[src/rtl/seg_scan_decoder.sv]
// ============================================================================
//  Module   : seg_scan_decoder
//  Purpose  : Recovers a HH:MM:SS time from a multiplexed 7-segment scan bus.
//             Optional macro SEG_RANGE_CHECK_EN rejects out-of-range digits.
//  Revision : 1.0  initial release
// ============================================================================
`default_nettype none

module seg_scan_decoder #(
    parameter int STABLE_CYCLES = 16
) (
    input  logic       clk,
    input  logic       resetn,
    input  logic [5:0] scan_select,
    input  logic [6:0] seg7,
    output logic [1:0] hour_h,
    output logic [3:0] hour_l,
    output logic [2:0] min_h,
    output logic [3:0] min_l,
    output logic [2:0] sec_h,
    output logic [3:0] sec_l,
    output logic       frame_valid,
    output logic [5:0] digit_seen,
    output logic       seg_err
);

    localparam logic [7:0] C_CNT_LAST = 8'(STABLE_CYCLES - 1);

    typedef enum logic [1:0] {
        ST_IDLE   = 2'd0,
        ST_SETTLE = 2'd1,
        ST_HELD   = 2'd2
    } state_t;

    state_t     r_state;
    logic [5:0] r_sel;
    logic [6:0] r_seg;
    logic [7:0] r_cnt;
    logic [3:0] r_shadow [6];
    logic [5:0] r_seen;
    logic [19:0] r_frame;
    logic       r_frame_valid;
    logic       r_seg_err;

    logic [5:0] w_sel_n;
    logic       w_sel_valid;
    logic       w_changed;
    logic       w_capture_edge;
    logic [3:0] w_digit;
    logic       w_legal;
    logic       w_blank;
    logic [2:0] w_idx;
    logic       w_range_err;
    logic       w_capture;
    logic       w_err_set;
    logic       w_frame_done;
    logic [3:0] w_shadow_next [6];

    assign w_sel_n        = ~scan_select;
    assign w_sel_valid    = (w_sel_n != 6'd0) && ((w_sel_n & (w_sel_n - 6'd1)) == 6'd0);
    assign w_changed      = (scan_select != r_sel) || (seg7 != r_seg);
    assign w_capture_edge = (r_state == ST_SETTLE) && !w_changed && (r_cnt == C_CNT_LAST);

    always_comb begin
        w_digit = 4'd0;
        w_legal = 1'b1;
        w_blank = 1'b0;
        case (r_seg)
            7'b1111110: w_digit = 4'd0;
            7'b0110000: w_digit = 4'd1;
            7'b1101101: w_digit = 4'd2;
            7'b1111001: w_digit = 4'd3;
            7'b0110011: w_digit = 4'd4;
            7'b1011011: w_digit = 4'd5;
            7'b1011111: w_digit = 4'd6;
            7'b1110000: w_digit = 4'd7;
            7'b1111111: w_digit = 4'd8;
            7'b1111011: w_digit = 4'd9;
            7'b0000000: begin
                w_legal = 1'b0;
                w_blank = 1'b1;
            end
            default:    w_legal = 1'b0;
        endcase
    end

    // Stored select is known one-hot (active-low) whenever a capture can occur.
    always_comb begin
        w_idx = 3'd0;
        for (int i = 0; i < 6; i++) begin
            if (!r_sel[i]) w_idx = 3'(i);
        end
    end

`ifdef SEG_RANGE_CHECK_EN
    always_comb begin
        w_range_err = 1'b0;
        if (w_legal) begin
            case (w_idx)
                3'd5:        w_range_err = (w_digit > 4'd2);
                3'd4:        w_range_err = (w_digit > 4'd3) && (r_shadow[5] == 4'd2);
                3'd3, 3'd1:  w_range_err = (w_digit > 4'd5);
                default:     w_range_err = 1'b0;
            endcase
        end
    end
`else
    assign w_range_err = 1'b0;
`endif

    assign w_capture    = w_capture_edge && w_legal && !w_range_err;
    assign w_err_set    = w_capture_edge && ((!w_legal && !w_blank) || w_range_err);
    assign w_frame_done = (r_seen == 6'h3F);

    // Capture is folded in before a frame copy so a same-edge capture lands in the frame.
    always_comb begin
        for (int i = 0; i < 6; i++) begin
            w_shadow_next[i] = (w_capture && (w_idx == 3'(i))) ? w_digit : r_shadow[i];
        end
    end

    always_ff @(posedge clk or negedge resetn) begin
        if (!resetn) begin
            r_state       <= ST_IDLE;
            r_sel         <= 6'h3F;
            r_seg         <= 7'd0;
            r_cnt         <= 8'd0;
            r_seen        <= 6'd0;
            r_frame       <= 20'd0;
            r_frame_valid <= 1'b0;
            r_seg_err     <= 1'b0;
            for (int i = 0; i < 6; i++) r_shadow[i] <= 4'd0;
        end else begin
            case (r_state)
                ST_IDLE: begin
                    if (w_sel_valid) begin
                        r_state <= ST_SETTLE;
                        r_sel   <= scan_select;
                        r_seg   <= seg7;
                        r_cnt   <= 8'd0;
                    end
                end
                ST_SETTLE: begin
                    if (w_changed) begin
                        r_state <= w_sel_valid ? ST_SETTLE : ST_IDLE;
                        r_sel   <= scan_select;
                        r_seg   <= seg7;
                        r_cnt   <= 8'd0;
                    end else if (r_cnt == C_CNT_LAST) begin
                        r_state <= ST_HELD;
                    end else begin
                        r_cnt <= r_cnt + 8'd1;
                    end
                end
                ST_HELD: begin
                    if (scan_select != r_sel) r_state <= ST_IDLE;
                end
                default: r_state <= ST_IDLE;
            endcase

            for (int i = 0; i < 6; i++) r_shadow[i] <= w_shadow_next[i];

            if (w_err_set) r_seg_err <= 1'b1;

            r_frame_valid <= w_frame_done;
            if (w_frame_done) begin
                r_seen  <= 6'd0;
                r_frame <= {w_shadow_next[5][1:0], w_shadow_next[4],
                            w_shadow_next[3][2:0], w_shadow_next[2],
                            w_shadow_next[1][2:0], w_shadow_next[0]};
            end else if (w_capture) begin
                r_seen <= r_seen | (6'd1 << w_idx);
            end
        end
    end

    assign {hour_h, hour_l, min_h, min_l, sec_h, sec_l} = r_frame;
    assign frame_valid = r_frame_valid;
    assign digit_seen  = r_seen;
    assign seg_err     = r_seg_err;

endmodule

`default_nettype wire

[config.mk]
export PLATFORM = sky130hd
export DESIGN_NAME = seg_scan_decoder
export DESIGN_NICKNAME = d
export VERILOG_FILES = /design/src/rtl/seg_scan_decoder.sv
export SDC_FILE = /design/constraint.sdc
export NUM_CORES = 1
export LEC_CHECK = 0
export ABC_AREA = 1
export CELL_PAD_IN_SITES_DETAIL_PLACEMENT = 1
export CELL_PAD_IN_SITES_GLOBAL_PLACEMENT = 1
export CORE_ASPECT_RATIO = 1.4
export CORE_MARGIN = 2
export CORE_UTILIZATION = 44
export DETAILED_ROUTE_END_ITERATION = 12
export GPL_ROUTABILITY_DRIVEN = 0
export PLACE_DENSITY = 0.87
export SYNTH_ARGS = -nofsm -noshare
export SYNTH_HDL_FRONTEND = slang
export SYNTH_SLANG_ARGS = --single-unit
[constraint.sdc]
create_clock -name clk -period 4.02 [get_ports clk]
set_input_delay 0.603 -clock clk [delete_from_list [all_inputs] [get_ports clk]]
set_output_delay 0.603 -clock clk [all_outputs]
set_load 0.1 [all_outputs]
==> impl_metrics.tcl <==
set metrics [dict create \
    coreArea_sq_um 8050 \
    die_w_um 80.6 \
    max_clock_buf_depth 2 \
    detail_route.drc_violations 0 \
    grt_remaining_overflow 0 \
    synth.net_count 480 \
    timing.final.max_slew_violations 0 \
    drive_above_1_share 0.0682 \
    crit_chain "clkdlybuf4s50_1 > inv_1 > nand2_1 > nand2_1 > nor2_1 > nand2_1 > nor2_2 > nand3_4 > nor2_8 > nand3_1 > nand2_1 > nand3_1 > nand2_1" \
    gr-usage-all-layers 0.255 \
    hold_violations 0 \
    detail_route.vias_per_cell 5.36 \
    fin_setup_tns_ns 0 \
    timing.critical_path.slowest_stage_cell "sky130_fd_sc_hd__clkdlybuf4s50_1" \
    dp_hpwl_um 7040 \
    postCtsHoldBufs 0 \
    floorplan.io_pins 43 \
    irDropWorstVdd_mv 0.287 \
    cts_setup_buffers 0 \
    period_share 0.648 \
    power_per_cell_area_nw_per_um2 480 \
    cts_htree_levels 3 \
    power.total_mw 2.12 \
    worstSetupPathDepth 13 \
    wire_per_inst_um 16.6 \
    cp-end-kind "flip-flop" \
    path_class "in -> reg" \
    syn-cell-area_sq_um 3610 \
    detail-route-antenna-nets 0 \
    async_flop_share 1.00 \
    worst_path_dominant_cell_family "simple AND/OR/NAND/NOR gates" \
    fp.dieH_um 111 \
    post-place-cells 599 \
    clock-skew-final_ns 0.00728 \
    setup_violations 0 \
    synth_flop_cell "sky130_fd_sc_hd__dfrtp_1" \
    drtIter0Drc 215 \
    path_buf_inv 2 \
    maxClockFrequency_mhz 384 \
    timing.critical_path.required_ns 4.30 \
    rsz0062_at_grt "false" \
    worst_hold_margin_ns 0.307 \
    worst_path_largest_cell_delay_ns 0.55 \
    portBuffers 42 \
    clk_root_buffer_cell "sky130_fd_sc_hd__clkbuf_16" \
    crit_fanout 28 \
    synthesis_to_finish_area_growth_pct 22.3 \
    post_synth_num_cell_types 33 \
    number_of_global_route_vias_before_repair 3574 \
    die-area_sq_um 8960 \
    floorplan.initialDensity 0.448 \
    std_cell_rows 39 \
    timing.slew.headroom 0.340 \
    outcome "finished, final reports clean" \
    clock_sink_count 71 \
    synth-seq-cells 71 \
    grt_pass1_wl_um 17400 \
    min_path_type "in -> async" \
    cts_resized 0 \
    pin_count_of_the_biggest_net_entering_global_routing 31 \
    seq_area_frac_synth 0.494 \
    tritoncts.num_buffers 9 \
    worst-slew-pin-transition_ns 0.986 \
    num-nets-final 524 \
    max_cap_viol_count 0 \
    routed_wl_um 10200 \
    drt_pass1_iterations 4 \
    number_of_flops_mapped_to_enable_cells_by_yosys 0 \
    antenna_cells 0 \
    antenna_violations_before_repair 0 \
    synth_area_per_cell_sq_um 7.78 \
    worstSetupStartpointType "primary input" \
    ys_warn_count 0 \
    power_leakage_nw 2.10 \
    reg2regPathDepth 10 \
    synthCells 464 \
    clk_transition_reported_paths_ns 0.06 \
    number_of_cells_in_the_finished_layout_apart_from_fillers 615 \
    post-route-min-period_ns 2.60 \
    vias 3295 \
    critical_path.most_common_cell "sky130_fd_sc_hd__nand2_1" \
    reg2reg_slack_ns 1.53 \
    worstPathArrival_ns 2.88 \
    worstSkewPairLatency_ns 0.34 \
    tritoncts "yes" \
]
-- logic make-up (layout without fill, tap and decap cells) --
family,after synthesis,after routing,share of synthesized area
adders and majority gates,1,1,0.00346
DFF,71,71,0.494
buffers and inverters,77,126,0.0839
and+or+nand+nor,274,274,0.351
AOI/OAI and AO/OA,33,33,0.0478
xor gates and xnor gates,8,8,0.0194
-- registers in the layout, summed over array words and instances (netlist names) --
signal and count:
r_shadow 20, r_frame 20, r_sel 6, seg_err 1, r_state 2, r_seg 7, r_cnt 8, digit_seen 6
frame_valid 1
-- cells in the mapped netlist, types with 3 or more instances --
| library cell | instances | area share |
|---|---|---|
| sky130_fd_sc_hd__and2_1 | 20 | 0.035 |
| sky130_fd_sc_hd__xor2_1 | 5 | 0.012 |
| sky130_fd_sc_hd__a21oi_1 | 10 | 0.014 |
| sky130_fd_sc_hd__dfstp_2 | 6 | 0.044 |
| sky130_fd_sc_hd__nand4_1 | 23 | 0.040 |
| sky130_fd_sc_hd__inv_1 | 60 | 0.062 |
| sky130_fd_sc_hd__dfrtp_1 | 65 | 0.45 |
| sky130_fd_sc_hd__o21ai_0 | 19 | 0.026 |
| sky130_fd_sc_hd__nand3_1 | 43 | 0.060 |
| sky130_fd_sc_hd__xnor2_1 | 3 | 0.0073 |
| sky130_fd_sc_hd__buf_2 | 4 | 0.0055 |
| sky130_fd_sc_hd__clkbuf_1 | 4 | 0.0042 |
| sky130_fd_sc_hd__nor2_1 | 22 | 0.023 |
| sky130_fd_sc_hd__nand2_1 | 146 | 0.15 |
| sky130_fd_sc_hd__nor3_1 | 9 | 0.012 |
| sky130_fd_sc_hd__inv_2 | 5 | 0.0052 |
-- path summary, 6_finish.rpt --
check                                         endpoint                    from
min in group clk                r_frame[9]$_DFFE_PN0P_  r_frame[9]$_DFFE_PN0P_
worst min register to register  r_frame[9]$_DFFE_PN0P_  r_frame[9]$_DFFE_PN0P_
max in group asynchronous         r_sel[0]$_DFFE_PN1P_                  resetn
worst max register to register  r_shadow[15]$_DFF_PN0_    r_seg[5]$_DFFE_PN0P_
worst max-delay path            r_frame[9]$_DFFE_PN0P_          scan_select[3]
worst min-delay path            r_frame[2]$_DFFE_PN0P_                  resetn
-- cell type report --
class / count / area, sq um
clock inverter: 2 / 35.0
timing repair buffer: 45 / 438
sequential: 71 / 1780
tap: 102 / 128
inverter: 65 / 244
multi-input combinational: 316 / 1530
clock buffer: 14 / 254
fill: 997 / 3640
-- per-stage QoR --
step	util	worst slack (ns)	cell area [sq um]
3_5_place_dp	0.513	1.08	4130
4_1_cts	0.548	1.41	4420
3_3_place_gp	0.513	1.16	4130
2_1_floorplan	-	1.78	3610
6_report	0.548	1.42	4420
5_1_grt	0.548	1.18	4420
-- cell usage in the layout (no fill, tap or decap), types with 4 or more instances in the layout --
master / count
sky130_fd_sc_hd__a21oi_1: 10
sky130_fd_sc_hd__and2_1: 20
sky130_fd_sc_hd__clkbuf_1: 4
sky130_fd_sc_hd__clkbuf_16: 9
sky130_fd_sc_hd__clkdlybuf4s50_1: 41
sky130_fd_sc_hd__dfrtp_1: 65
sky130_fd_sc_hd__dfstp_2: 6
sky130_fd_sc_hd__inv_1: 60
sky130_fd_sc_hd__inv_2: 5
sky130_fd_sc_hd__nand2_1: 146
sky130_fd_sc_hd__nand3_1: 43
sky130_fd_sc_hd__nand4_1: 23
sky130_fd_sc_hd__nor2_1: 22
sky130_fd_sc_hd__nor3_1: 9
sky130_fd_sc_hd__o21ai_0: 19
sky130_fd_sc_hd__xor2_1: 5
-- power breakdown --
| group | internal, mW | switching (mW) |
|---|---|---|
| registers | 0.804 | 0.107 |
| logic | 0.122 | 0.298 |
| clock network | 0.497 | 0.293 |
-- per-layer routing --
layer / track usage / wire (um)
met1: 0.280 / 3930
met2: 0.466 / 5720
met3: 0.0594 / 308
met4: 0.0927 / 241
met5: 0 / 0
Note: power is estimated with default switching activity, not from simulation.
==> patch: new RTL, same settings <==
The option `SEG_RANGE_CHECK_EN` is turned on by a define.
--- a/src/rtl/seg_scan_decoder.sv
+++ b/src/rtl/seg_scan_decoder.sv
@@ -7,2 +7,4 @@
 `default_nettype none
+
+`define SEG_RANGE_CHECK_EN
 
Behaviour: no difference found for any inputs over 10 cycles, from zero or initial values and one cycle with resetn low; that may be too few to reach the edited logic, so the function may still have changed.
==> patch against the original RTL <==
- utilization down 0.11 points
- total power up 6.7%
- setup slack worse by 0.27 ns
- cell area up 5.5%
- sequential cell count up 2
- worst hold slack better by 0.011 ns
- routed wire length up 0.57%
- area after synthesis up 5.8%
- synthesized cell count up 7.5%
- maximum frequency down 9.5%
- largest power group unchanged
- highest routed layer unchanged
==> patch: results (changes against the original RTL) <==
Max incr delay on CP: 0.76 ns (+0.21 ns)
Share of cells above drive strength 1: 8.21% (+1.4 points)
Worst Setup SP: scan_select[0]
H-tree depth: 3 (unchanged)
Vias per cell: 5.25 (-2.0%)
Area after DPL: 4330 µm² (+4.9%)
Clock Skews: 0.00430 ns (-0.00298 ns)
Family with the most delay on the worst path: simple AND/OR/NAND/NOR gates
Root buf cell: clkbuf_16
Synth unique cells: 32 (-3.0%)
Worst Max-Slew Pin Slew: 0.988 ns (+0.00147 ns)
Post-Syn Area per Cell: 7.66 µm² (-1.6%)
Diode count: 0 (unchanged)
Placed cell count: 637 (+6.3%)
First-pass GRT wire length: 17400 µm (+0.44%)
Post-Syn Nets: 515 (+7.3%)
Register area share after synthesis: 48.0% (-1.4 points)
Worst path arrival time: 3.05 ns (+0.17 ns)
Status: finished clean
Initial drt markers: 102 (-53%)
Cts repair resizes: 0 (unchanged)
R2R Path Start: r_sel[1]
Peak supply drop: 0.261 mV (-9.1%)
Fill cells: 1061 (+6.4%)
CP max FO: 26 (-7.1%)
Setup TNS: 0 ns (unchanged)
Routed wire per std cell: 15.7 µm (-5.3%)
Largest net degree at the start of global routing: 46 (+48%)
DP HPWL: 7290 µm (+3.4%)
Tot GR Track Use: 24.3% (-1.2 points)
Top cells by area, synth: dfrtp_1, nand2_1, inv_1
Vias in the first global route: 3700 (+3.5%)
Clk Latency, worst-skew pair: 0.33 ns
LEAKAGE: 0.00222 µW (+5.6%)
Pre-CTS WS: 0.817 ns (-0.260 ns)
Biggest regs: r_shadow (22), r_frame (20), r_cnt (8)
Nets: 559 (+6.7%)
CP max stage cell: nor2_2
## patch: power by group
| part | leakage (µW) | switching, µW | total, µW | internal, µW |
|---|---|---|---|---|
| combinational | 0.00129 | 325 | 455 | 130 |
| sequential | 0.000778 | 102 | 928 | 826 |
| clock | 0.000159 | 318 | 881 | 562 |
| total | 0.00222 | 746 | 2260 | 1520 |
## patch: cell type report
class,count,area [µm²],share of cell area [%]
multi-input combinational,341,1650,35.5
clock buffer,10,239,5.13
timing repair buffer,44,430,9.24
inverter,74,278,5.96
sequential,73,1830,39.4
clock inverter,6,90.1,1.93
tap,105,131,2.82
## patch: cell families after synthesis
logic type,after synthesis,synth area share [%]
buffers and inverters,85,8.91
adder cells (fa/ha/maj),1,0.327
XOR/XNOR,6,1.38
flip-flops,73,48.0
AO/OA/AOI/OAI,39,5.60
AND/OR/NAND/NOR,295,35.8
## patch: stage by stage
stage	utilization (%)	hold slack, ns	power [µW]
after floorplan	-	0.307	1240
after global placement	50.9	0.451	1370
after detailed placement	50.9	0.461	1390
after CTS	54.7	0.354	2280
after global routing	54.7	0.381	2400
final	54.7	0.318	2260
## patch: worst paths after layout
check,endpoint,slack (ns),cells past startpoint
setup / recovery,r_seg[2],1.14,10
hold / removal,r_frame[0],0.32,1
setup reg to reg,r_frame[1],1.53,12
hold reg to reg,r_shadow[2],0.47,2
max in group asynchronous,r_state[0],2.64,2
min in group clk,r_shadow[2],0.47,2
## patch: routing by layer
layer	global-route usage (%)	share of wire, %	up-vias
met4	10.2	2.3	0
met2	44.5	55	49
met1	27.5	41	1688
li1	-	-	1674
met3	3.23	2.0	18
met5	0	0	-
